[config.mk]
export PLATFORM = sky130hd
export DESIGN_NAME = fpu_issue
export DESIGN_NICKNAME = d
export VERILOG_FILES = /design/src/rtl/fpu_issue.sv
export SDC_FILE = /design/constraint.sdc
export NUM_CORES = 1
export LEC_CHECK = 0
export ABC_AREA = 1
export ABC_CLOCK_PERIOD_IN_PS = 1850
export CORE_MARGIN = 8
export CORE_UTILIZATION = 25
export DETAILED_ROUTE_END_ITERATION = 8
export GPL_TIMING_DRIVEN = 0
export RECOVER_POWER = 25
export SETUP_SLACK_MARGIN = 0.1
export SLEW_MARGIN = 10
export SYNTH_ARGS = -nofsm -noshare
export SYNTH_HDL_FRONTEND = slang
export SYNTH_SLANG_ARGS = --single-unit
[constraint.sdc]
create_clock -name clk -period 1.85 [get_ports clk]
set_input_delay 0.555 -clock clk [delete_from_list [all_inputs] [get_ports clk]]
set_output_delay 0.555 -clock clk [all_outputs]
set_load 0.005 [all_outputs]
[src/rtl/fpu_issue.sv]
// -----------------------------------------------------------------------------
// fpu_issue
//   Core-side initiator for the FPU go/valid handshake. It accepts one FP op
//   from decode, holds the operands stable towards the FPU, pulses fpu_go for a
//   single cycle, waits for fpu_valid, and presents the captured result to FP
//   register writeback. Only one op is in flight at a time, and busy stalls the
//   core pipe.
//
//   Parameters
//     MIN_LAT  cycles after the fpu_go pulse during which fpu_valid is ignored
//              (this masks a stale valid left over from a previous op)
//     TIMEOUT  maximum number of WAIT cycles before an abort
//              (only used when FPU_TIMEOUT_EN is defined)
//
//   Optional feature: define FPU_TIMEOUT_EN to add the timeout_err output and
//   the WAIT watchdog. Without it, WAIT waits indefinitely for fpu_valid.
//
//   Ports
//     clk, reset          clock; synchronous active-high reset
//     req_*               decode request (valid/ready, op, mode, a, b, rd)
//     fpu_a/b/control/mode
//                         registered operands and controls to the FPU
//     fpu_go              single-cycle start pulse
//     fpu_valid, fpu_c    FPU result handshake
//     wb_valid/ready      writeback handshake
//     wb_rd, wb_data      writeback destination register and data
//     illegal_op          qualifies wb_valid: op code >= 10, data forced to 0
//     busy                high whenever the issuer is not idle
//     timeout_err         (FPU_TIMEOUT_EN) qualifies wb_valid: FPU timed out
// -----------------------------------------------------------------------------
module fpu_issue #(
    parameter int MIN_LAT = 1,
    parameter int TIMEOUT = 255
) (
    input  logic        clk,
    input  logic        reset,
    input  logic        req_valid,
    output logic        req_ready,
    input  logic [3:0]  req_op,
    input  logic        req_mode,
    input  logic [31:0] req_a,
    input  logic [31:0] req_b,
    input  logic [4:0]  req_rd,
    output logic [31:0] fpu_a,
    output logic [31:0] fpu_b,
    output logic [3:0]  fpu_control,
    output logic        fpu_mode,
    output logic        fpu_go,
    input  logic        fpu_valid,
    input  logic [31:0] fpu_c,
    output logic        wb_valid,
    input  logic        wb_ready,
    output logic [4:0]  wb_rd,
    output logic [31:0] wb_data,
    output logic        illegal_op,
    output logic        busy
`ifdef FPU_TIMEOUT_EN
    ,
    output logic        timeout_err
`endif
);

    typedef enum logic [1:0] {
        S_IDLE,
        S_ISSUE,
        S_WAIT,
        S_DONE
    } state_t;

    localparam logic [7:0] MIN_LAT_C = 8'(MIN_LAT);
    localparam logic [3:0] NUM_OPS   = 4'd10;

    state_t      state_q, state_d;
    logic [7:0]  cnt_q, cnt_d;
    logic [31:0] a_q, a_d;
    logic [31:0] b_q, b_d;
    logic [3:0]  ctl_q, ctl_d;
    logic        mode_q, mode_d;
    logic [4:0]  rd_q, rd_d;
    logic [31:0] data_q, data_d;
    logic        ill_q, ill_d;

`ifdef FPU_TIMEOUT_EN
    localparam logic [7:0] TIMEOUT_C = 8'(TIMEOUT);
    logic [7:0]  tcnt_q, tcnt_d;
    logic [7:0]  tcnt_inc;
    logic        tmo_q, tmo_d;
`endif

    always_comb begin
        state_d = state_q;
        cnt_d   = cnt_q;
        a_d     = a_q;
        b_d     = b_q;
        ctl_d   = ctl_q;
        mode_d  = mode_q;
        rd_d    = rd_q;
        data_d  = data_q;
        ill_d   = ill_q;
`ifdef FPU_TIMEOUT_EN
        tcnt_d   = tcnt_q;
        tmo_d    = tmo_q;
        tcnt_inc = (tcnt_q == TIMEOUT_C) ? TIMEOUT_C : tcnt_q + 8'd1;
`endif

        case (state_q)
            S_IDLE: begin
                if (req_valid) begin
                    a_d    = req_a;
                    b_d    = req_b;
                    ctl_d  = req_op;
                    mode_d = req_mode;
                    rd_d   = req_rd;
                    if (req_op >= NUM_OPS) begin
                        // Unknown op: never start the FPU, answer with 0 at once.
                        state_d = S_DONE;
                        data_d  = 32'd0;
                        ill_d   = 1'b1;
                    end else begin
                        state_d = S_ISSUE;
                        ill_d   = 1'b0;
                    end
                end
            end

            S_ISSUE: begin
                cnt_d   = MIN_LAT_C;
                state_d = S_WAIT;
`ifdef FPU_TIMEOUT_EN
                tcnt_d  = 8'd0;
`endif
            end

            S_WAIT: begin
                if (cnt_q != 8'd0) begin
                    // Blanking window: any fpu_valid here belongs to an older op.
                    cnt_d = cnt_q - 8'd1;
                end else if (fpu_valid) begin
                    data_d  = fpu_c;
                    state_d = S_DONE;
                end
`ifdef FPU_TIMEOUT_EN
                // A real result in the same cycle wins over the watchdog.
                if (state_d == S_WAIT) begin
                    tcnt_d = tcnt_inc;
                    if (tcnt_inc == TIMEOUT_C) begin
                        data_d  = 32'hFFFF_FFFF;
                        tmo_d   = 1'b1;
                        state_d = S_DONE;
                    end
                end
`endif
            end

            S_DONE: begin
                if (wb_ready) begin
                    state_d = S_IDLE;
                    ill_d   = 1'b0;
`ifdef FPU_TIMEOUT_EN
                    tmo_d   = 1'b0;
`endif
                end
            end

            default: state_d = S_IDLE;
        endcase
    end

    always_ff @(posedge clk) begin
        if (reset) begin
            state_q <= S_IDLE;
            cnt_q   <= 8'd0;
            a_q     <= 32'd0;
            b_q     <= 32'd0;
            ctl_q   <= 4'd0;
            mode_q  <= 1'b0;
            rd_q    <= 5'd0;
            data_q  <= 32'd0;
            ill_q   <= 1'b0;
`ifdef FPU_TIMEOUT_EN
            tcnt_q  <= 8'd0;
            tmo_q   <= 1'b0;
`endif
        end else begin
            state_q <= state_d;
            cnt_q   <= cnt_d;
            a_q     <= a_d;
            b_q     <= b_d;
            ctl_q   <= ctl_d;
            mode_q  <= mode_d;
            rd_q    <= rd_d;
            data_q  <= data_d;
            ill_q   <= ill_d;
`ifdef FPU_TIMEOUT_EN
            tcnt_q  <= tcnt_d;
            tmo_q   <= tmo_d;
`endif
        end
    end

    // All handshake outputs decode directly from the state register.
    assign req_ready   = (state_q == S_IDLE);
    assign busy        = (state_q != S_IDLE);
    assign fpu_go      = (state_q == S_ISSUE);
    assign wb_valid    = (state_q == S_DONE);
    assign fpu_a       = a_q;
    assign fpu_b       = b_q;
    assign fpu_control = ctl_q;
    assign fpu_mode    = mode_q;
    assign wb_rd       = rd_q;
    assign wb_data     = data_q;
    assign illegal_op  = ill_q;
`ifdef FPU_TIMEOUT_EN
    assign timeout_err = tmo_q;
`endif

endmodule
==> reports/metrics.yaml, run 1 <==
timing:
  rsz0062_at_grt: "true"
  hold_viol: 0
  skew_ps: 10.3
  fmax_mhz: 574
  tightestPinTransition_ps: 558
  finalSetupViolations: 0
  hold_ws_ps: 471
  final_max_slew_viol_count: 0
  setup_slack_ps: 106
  period_needed_ps: 1740
  min_period_over_period: 0.943
  slew_headroom: 0.628
  finalSetupTns_ps: 0
yosys:
  synth_top_family_by_area: "simple AND/OR/NAND/NOR gates"
  synth-xor-area-share: 0
  synth.avg_cell_area_sq_um: 7.20
  ys_ff_latch: 117
  synth-seq-area-share: 0.495
  synth_warnings: 0
  synthDistinctLibCells: 24
  synth_fp_nets: 775
  synth_area_sq_um: 4730
  muxShareOfSynthArea: 0
  synth-compound-area-share: 0.123
  synth-simple-area-share: 0.292
  netlist_instances: 657
  synthAdderAreaFrac: 0.0185
cts:
  cts_tree: "yes"
  cts.sinks: 117
  clock_path_buffers: 2
  cts_root_buf: "clkbuf_16"
  clk_pin_slew_ps: 50
  worst_skew_pair.late_latency_ps: 410
  cts_buffers: 17
  ctsHoldBuffers: 0
  htree_levels: 4
power:
  leakage_nw: 3.73
  p_clk_frac: 0.308
  p_sw_frac: 0.337
  power.switching_mw: 4.03
  ir_worst_vdd_v: 0.000612
  power_density_nw_per_um2: 1520
  power_mw: 12.0
  p_seq_frac: 0.314
  p_int_mw: 7.93
  combPwrFrac: 0.378
place:
  dp_slack_ps: -587
  numPortBuffers: 221
  place_area_sq_um: 7230
  place_hpwl_um: 12800
  gp_congestion: 0.750
  place_inst: 1112
worst_setup_path:
  rr_worst_depth: 7
  cp_max_fo: 3
  start_kind: "flip-flop"
  path_class: "reg -> out"
  crit_path_end_kind: "output pin"
  arrival_ps: 1190
  crit_required_ps: 1290
final_layout:
  n_antenna_cell: 0
  nets: 1017
  fin_area_sq_um: 7850
  syn2layout_area_growth_pct: 66.0
  postLayoutCoreUtil: 0.421
  nFillCells: 1976
  finalNonFillerCells: 1144
  final_layout_size_suffix_gt1_frac: 0.0901
hold_path:
  hold_path_depth: 2
  hold_path_class: "reg -> reg"
grt:
  track_usage: 0.141
  grt_pass1_wl_um: 26600
  grt_pass1_vias: 4801
  antenna_found_initial: 0
  grt_max_degree: 17
  grt-ovfl-total: 0
status:
  status: "finished clean"
route:
  ant_nets: 0
  drc: 0
  firstDrtPassIters: 4
  via_per_inst: 4.28
  avgRoutedWirePerCell_um: 14.7
  drtIter0Drc: 174
  vias: 4902
  routed_wl_um: 16800
floorplan:
  die_w_um: 154
  die-height_um: 154
  fp.dieArea_sq_um: 23600
  core_area_sq_um: 18600
  rows: 50
  start_util: 0.254
  pin_count: 222
job:
  cap_viol_max_count: 0
[worst max-delay path, stage by stage, from the launching register on]
cell and delay, ps:
dfxtp_4 350, buf_4 140, ha_4 160, buf_2 120
[layout by cell type, fill, tap and decap left out, types with 3 or more instances in the layout]
cell type / instances
inv_1: 28
clkbuf_2: 5
dlygate4sd2_1: 107
clkdlybuf4s50_1: 108
clkbuf_8: 4
buf_4: 5
dfxtp_1: 114
ha_1: 5
o21ai_0: 76
nand3_1: 34
nor2_1: 200
clkinv_2: 3
or2_2: 3
clkbuf_1: 17
bufinv_16: 5
a21oi_1: 37
clkbuf_16: 17
buf_2: 11
nand2_4: 4
nand2_1: 93
inv_4: 3
buf_6: 7
[area by class of cell]
class                           instances  area (sq um)  share of cell area
Sequential cell                       117          2350               0.299
Timing Repair Buffer                  223          2090               0.266
Buffer                                 42           228              0.0290
Tap cell                              234           293              0.0373
Multi-Input combinational cell        465          2090               0.266
Inverter                               33           141              0.0180
Clock inverter                          9           174              0.0222
Clock buffer                           21           480              0.0612
[sequential cells by signal, summed over array words and instances (netlist names)]
name and cells:
cnt_q 8, fpu_a 32, fpu_b 32, fpu_control 4, fpu_mode 1, illegal_op 1, state_q 2, wb_data 32
wb_rd 5
[cells in the mapped netlist]
master / number / area share
ha_1: 7 / 0.019
inv_2: 2 / 0.0016
a21oi_1: 37 / 0.039
nor2_2: 1 / 0.0013
dfxtp_1: 117 / 0.50
clkbuf_1: 22 / 0.017
nand4_1: 1 / 0.0013
nor3_1: 2 / 0.0021
nand3_1: 35 / 0.037
buf_6: 3 / 0.0071
inv_1: 31 / 0.025
nand2_2: 4 / 0.0053
nor2_4: 1 / 0.0024
nand3b_1: 1 / 0.0016
buf_2: 10 / 0.011
o21ai_0: 76 / 0.080
nand2_1: 93 / 0.074
buf_1: 2 / 0.0016
nand2_4: 2 / 0.0048
a21o_1: 1 / 0.0016
o21ai_2: 1 / 0.0019
or2_2: 3 / 0.0040
nor2_1: 200 / 0.16
buf_4: 5 / 0.0079
[logic make-up after synthesis]
kind of cell / count (synthesis)
and+or+nand+nor: 343
adders and majority gates: 7
buffers and inverters: 75
DFF: 117
AOI/OAI and AO/OA: 115
[power by group through the flow]
| stage | Clock, mW | Combinational, mW | Sequential [mW] |
|---|---|---|---|
| 4_1_cts | 3.76 | 4.52 | 3.76 |
| 6_report | 3.69 | 4.52 | 3.75 |
| 2_1_floorplan | 0 | 2.45 | 3.84 |
| 3_3_place_gp | 0 | 4.94 | 3.78 |
| 3_5_place_dp | 0 | 4.95 | 3.81 |
| 5_1_grt | 3.88 | 5.15 | 3.87 |
[repair_timing]
action | 4_1_cts | 5_1_grt
setup buffers | 1 | 1
endpoints found under the hold margin | 0 | 0
resized for setup | 141 | 19
endpoints found under the setup margin | 197 | 65
pin swaps | 2 | 1
[worst paths after layout]
path	from	to	slack, ps
max	state_q[0]	fpu_go	110
min	wb_data[8]	wb_data[8]	470
max reg2reg	state_q[1]	fpu_a[11]	250
min reg2reg	wb_data[8]	wb_data[8]	470
[per-layer routing]
metal | global-route usage | vias up | wire, um
met5 | 0 | - | 0
met4 | 0.0523 | 0 | 263
met3 | 0.0591 | 14 | 1450
met2 | 0.232 | 150 | 7910
met1 | 0.162 | 2177 | 7200
li1 | - | 2561 | -
Note: power is estimated with default switching activity, not from simulation.
==> inputs of run 2 (changes only) <==
--- a/config.mk
+++ b/config.mk
@@ -7,7 +7,6 @@
 export LEC_CHECK = 0
 export ABC_AREA = 1
 export ABC_CLOCK_PERIOD_IN_PS = 1850
-export CORE_MARGIN = 8
 export CORE_UTILIZATION = 25
 export DETAILED_ROUTE_END_ITERATION = 8
 export GPL_TIMING_DRIVEN = 0
==> run 2 against run 1 <==
Via count grew 0.20%. Largest power group unchanged. Global-route usage grew 2.1 points. Sequential power is essentially flat. Register-to-register slack lost 20 ps. Final area grew 0.22%. Routed wire length shrank 7.0%. Power shrank 1.4%. Critical path type unchanged. Non-clock buffer count grew 5. Core utilization grew 0.96 points. Clock skew shrank 4.1 ps. Sequential share of layout area shrank 0.083 points. Worst hold slack gained 1.1 ps.
==> reports/metrics.yaml, run 2 (synthesis results as in run 1) <==
power:
  p_sw_frac: 0.345  # +0.00806
  ir_worst_vdd_v: 0.000674  # +10%
  p_clk_frac: 0.296  # -0.012
  leakage_nw: 3.71  # -0.52%
  p_seq_frac: 0.319  # +0.005
  power_density_nw_per_um2: 1500  # -1.6%
  power.switching_mw: 4.07  # +0.99%
  p_int_mw: 7.72  # -2.6%
  combPwrFrac: 0.385  # +0.007
grt:
  antenna_found_initial: 0  # unchanged
  track_usage: 0.162  # +0.0207
  grt-ovfl-total: 0  # unchanged
  grt_pass1_wl_um: 24600  # -7.6%
  grt_pass1_vias: 4707  # -2.0%
  grt_max_degree: 17  # unchanged
timing:
  rsz0062_at_grt: "true"
  finalSetupViolations: 0  # unchanged
  final_max_slew_viol_count: 0  # unchanged
  period_needed_ps: 1740  # -0.482 ps
  tightestPinTransition_ps: 533  # -25.6 ps
  setup_slack_ps: 107  # +0.482 ps
  min_period_over_period: 0.942  # about the same
  hold_viol: 0  # unchanged
  fmax_mhz: 574  # about the same
  slew_headroom: 0.645  # +0.0170
  skew_ps: 6.18  # -4.07 ps
  finalSetupTns_ps: 0  # unchanged
floorplan:
  die-height_um: 140  # -9.1%
  pin_count: 222  # unchanged
  start_util: 0.259  # +0.00518
  die_w_um: 140  # -9.1%
  core_area_sq_um: 18300  # -2.0%
  fp.dieArea_sq_um: 19500  # -17%
  rows: 49  # -2.0%
cts:
  ctsHoldBuffers: 0  # unchanged
  htree_levels: 4  # unchanged
  cts_tree: "yes"
  clk_pin_slew_ps: 60  # about the same
  cts.sinks: 117  # unchanged
  clock_path_buffers: 2  # unchanged
  worst_skew_pair.late_latency_ps: 410  # about the same
  cts_root_buf: "clkbuf_16"
  cts_buffers: 17  # unchanged
worst_setup_path:
  path_class: "reg -> out"
  crit_path_end_kind: "output pin"
  arrival_ps: 1190  # about the same
  crit_required_ps: 1290  # about the same
  rr_worst_depth: 7  # unchanged
  start_kind: "flip-flop"
  cp_max_fo: 4  # +1
place:
  gp_congestion: 0.788  # +5.0%
  numPortBuffers: 221  # unchanged
  place_hpwl_um: 11400  # -10%
  dp_slack_ps: -519  # +67.6 ps
  place_area_sq_um: 7230  # about the same
final_layout:
  final_common_cell: "nor2_1"
  nets: 1022  # +0.49%
  syn2layout_area_growth_pct: 66.3
  layout_common_cells: "nor2_1 (200), dfxtp_1 (115), clkdlybuf4s50_1 (109)"
  fin_area_sq_um: 7870  # +0.22%
  final_layout_size_suffix_gt1_frac: 0.0949  # +0.00476
  n_antenna_cell: 0  # unchanged
route:
  avgRoutedWirePerCell_um: 13.6  # -7.2%
  vias: 4912  # +0.20%
  firstDrtPassIters: 4  # unchanged
  via_per_inst: 4.29  # about the same
  routed_wl_um: 15600  # -7.0%
  drc: 0  # unchanged
  ant_nets: 0  # unchanged
  drtIter0Drc: 195  # +12%
hold_path:
  hold_path_class: "reg -> reg"
  hold_path_depth: 2  # unchanged
status:
  status: "finished clean"
job:
  cap_viol_max_count: 0  # unchanged
run 2: repair_timing:
item,CTS,global route
hold endpoints to repair,0,0
pin swaps,2,1
buffers inserted,4,3
gates resized for setup,144,15
endpoints found under the setup margin,208,64
run 2: routing by layer:
| layer | share of wire | global-route usage | up-vias | wire (um) |
|---|---|---|---|---|
| met4 | 0.011 | 0.0509 | 0 | 165 |
| met2 | 0.47 | 0.272 | 161 | 7370 |
| met1 | 0.42 | 0.182 | 2172 | 6630 |
| met5 | 0 | 0 | - | 0 |
| met3 | 0.094 | 0.0747 | 9 | 1470 |
| li1 | - | - | 2570 | - |
run 2: power by group through the flow:
stage,sequential (mW),combinational (mW),clock [mW]
2_1_floorplan,3.84,2.45,0
3_3_place_gp,3.78,4.87,0
3_5_place_dp,3.82,4.87,0
4_1_cts,3.78,4.50,3.57
5_1_grt,3.88,5.14,3.67
6_report,3.76,4.54,3.49
run 2: final timing paths:
| kind | start | slack, ps | endpoint |
|---|---|---|---|
| worst max-delay path | state_q[1] | 110 | busy |
| worst min-delay path | fpu_a[6] | 470 | fpu_a[6] |
| worst max register to register | state_q[1] | 230 | fpu_a[12] |
| worst min register to register | fpu_a[6] | 470 | fpu_a[6] |
run 2: critical path, cell delays in order (launching register included):
cell,delay (ps)
dfxtp_4,370
inv_4,80
ha_4,180
inv_4,40
buf_6,110
run 2: layout make-up:
cell class	count	area, sq um
Inverter	33	139
Clock buffer	22	484
Multi-Input combinational cell	465	2110
Tap cell	229	287
Fill cell	1956	10400
Timing Repair Buffer	228	2140
Clock inverter	10	145
Buffer	42	220
Sequential cell	117	2350
run 2: metrics by stage:
step	hold WS (ps)	instances	utilization	total power, mW
2_1_floorplan	468	657	-	6.29
3_3_place_gp	460	1107	0.396	8.66
3_5_place_dp	471	1107	0.396	8.69
4_1_cts	477	1143	0.427	11.9
5_1_grt	498	1146	0.431	12.7
6_report	472	1146	0.431	11.8
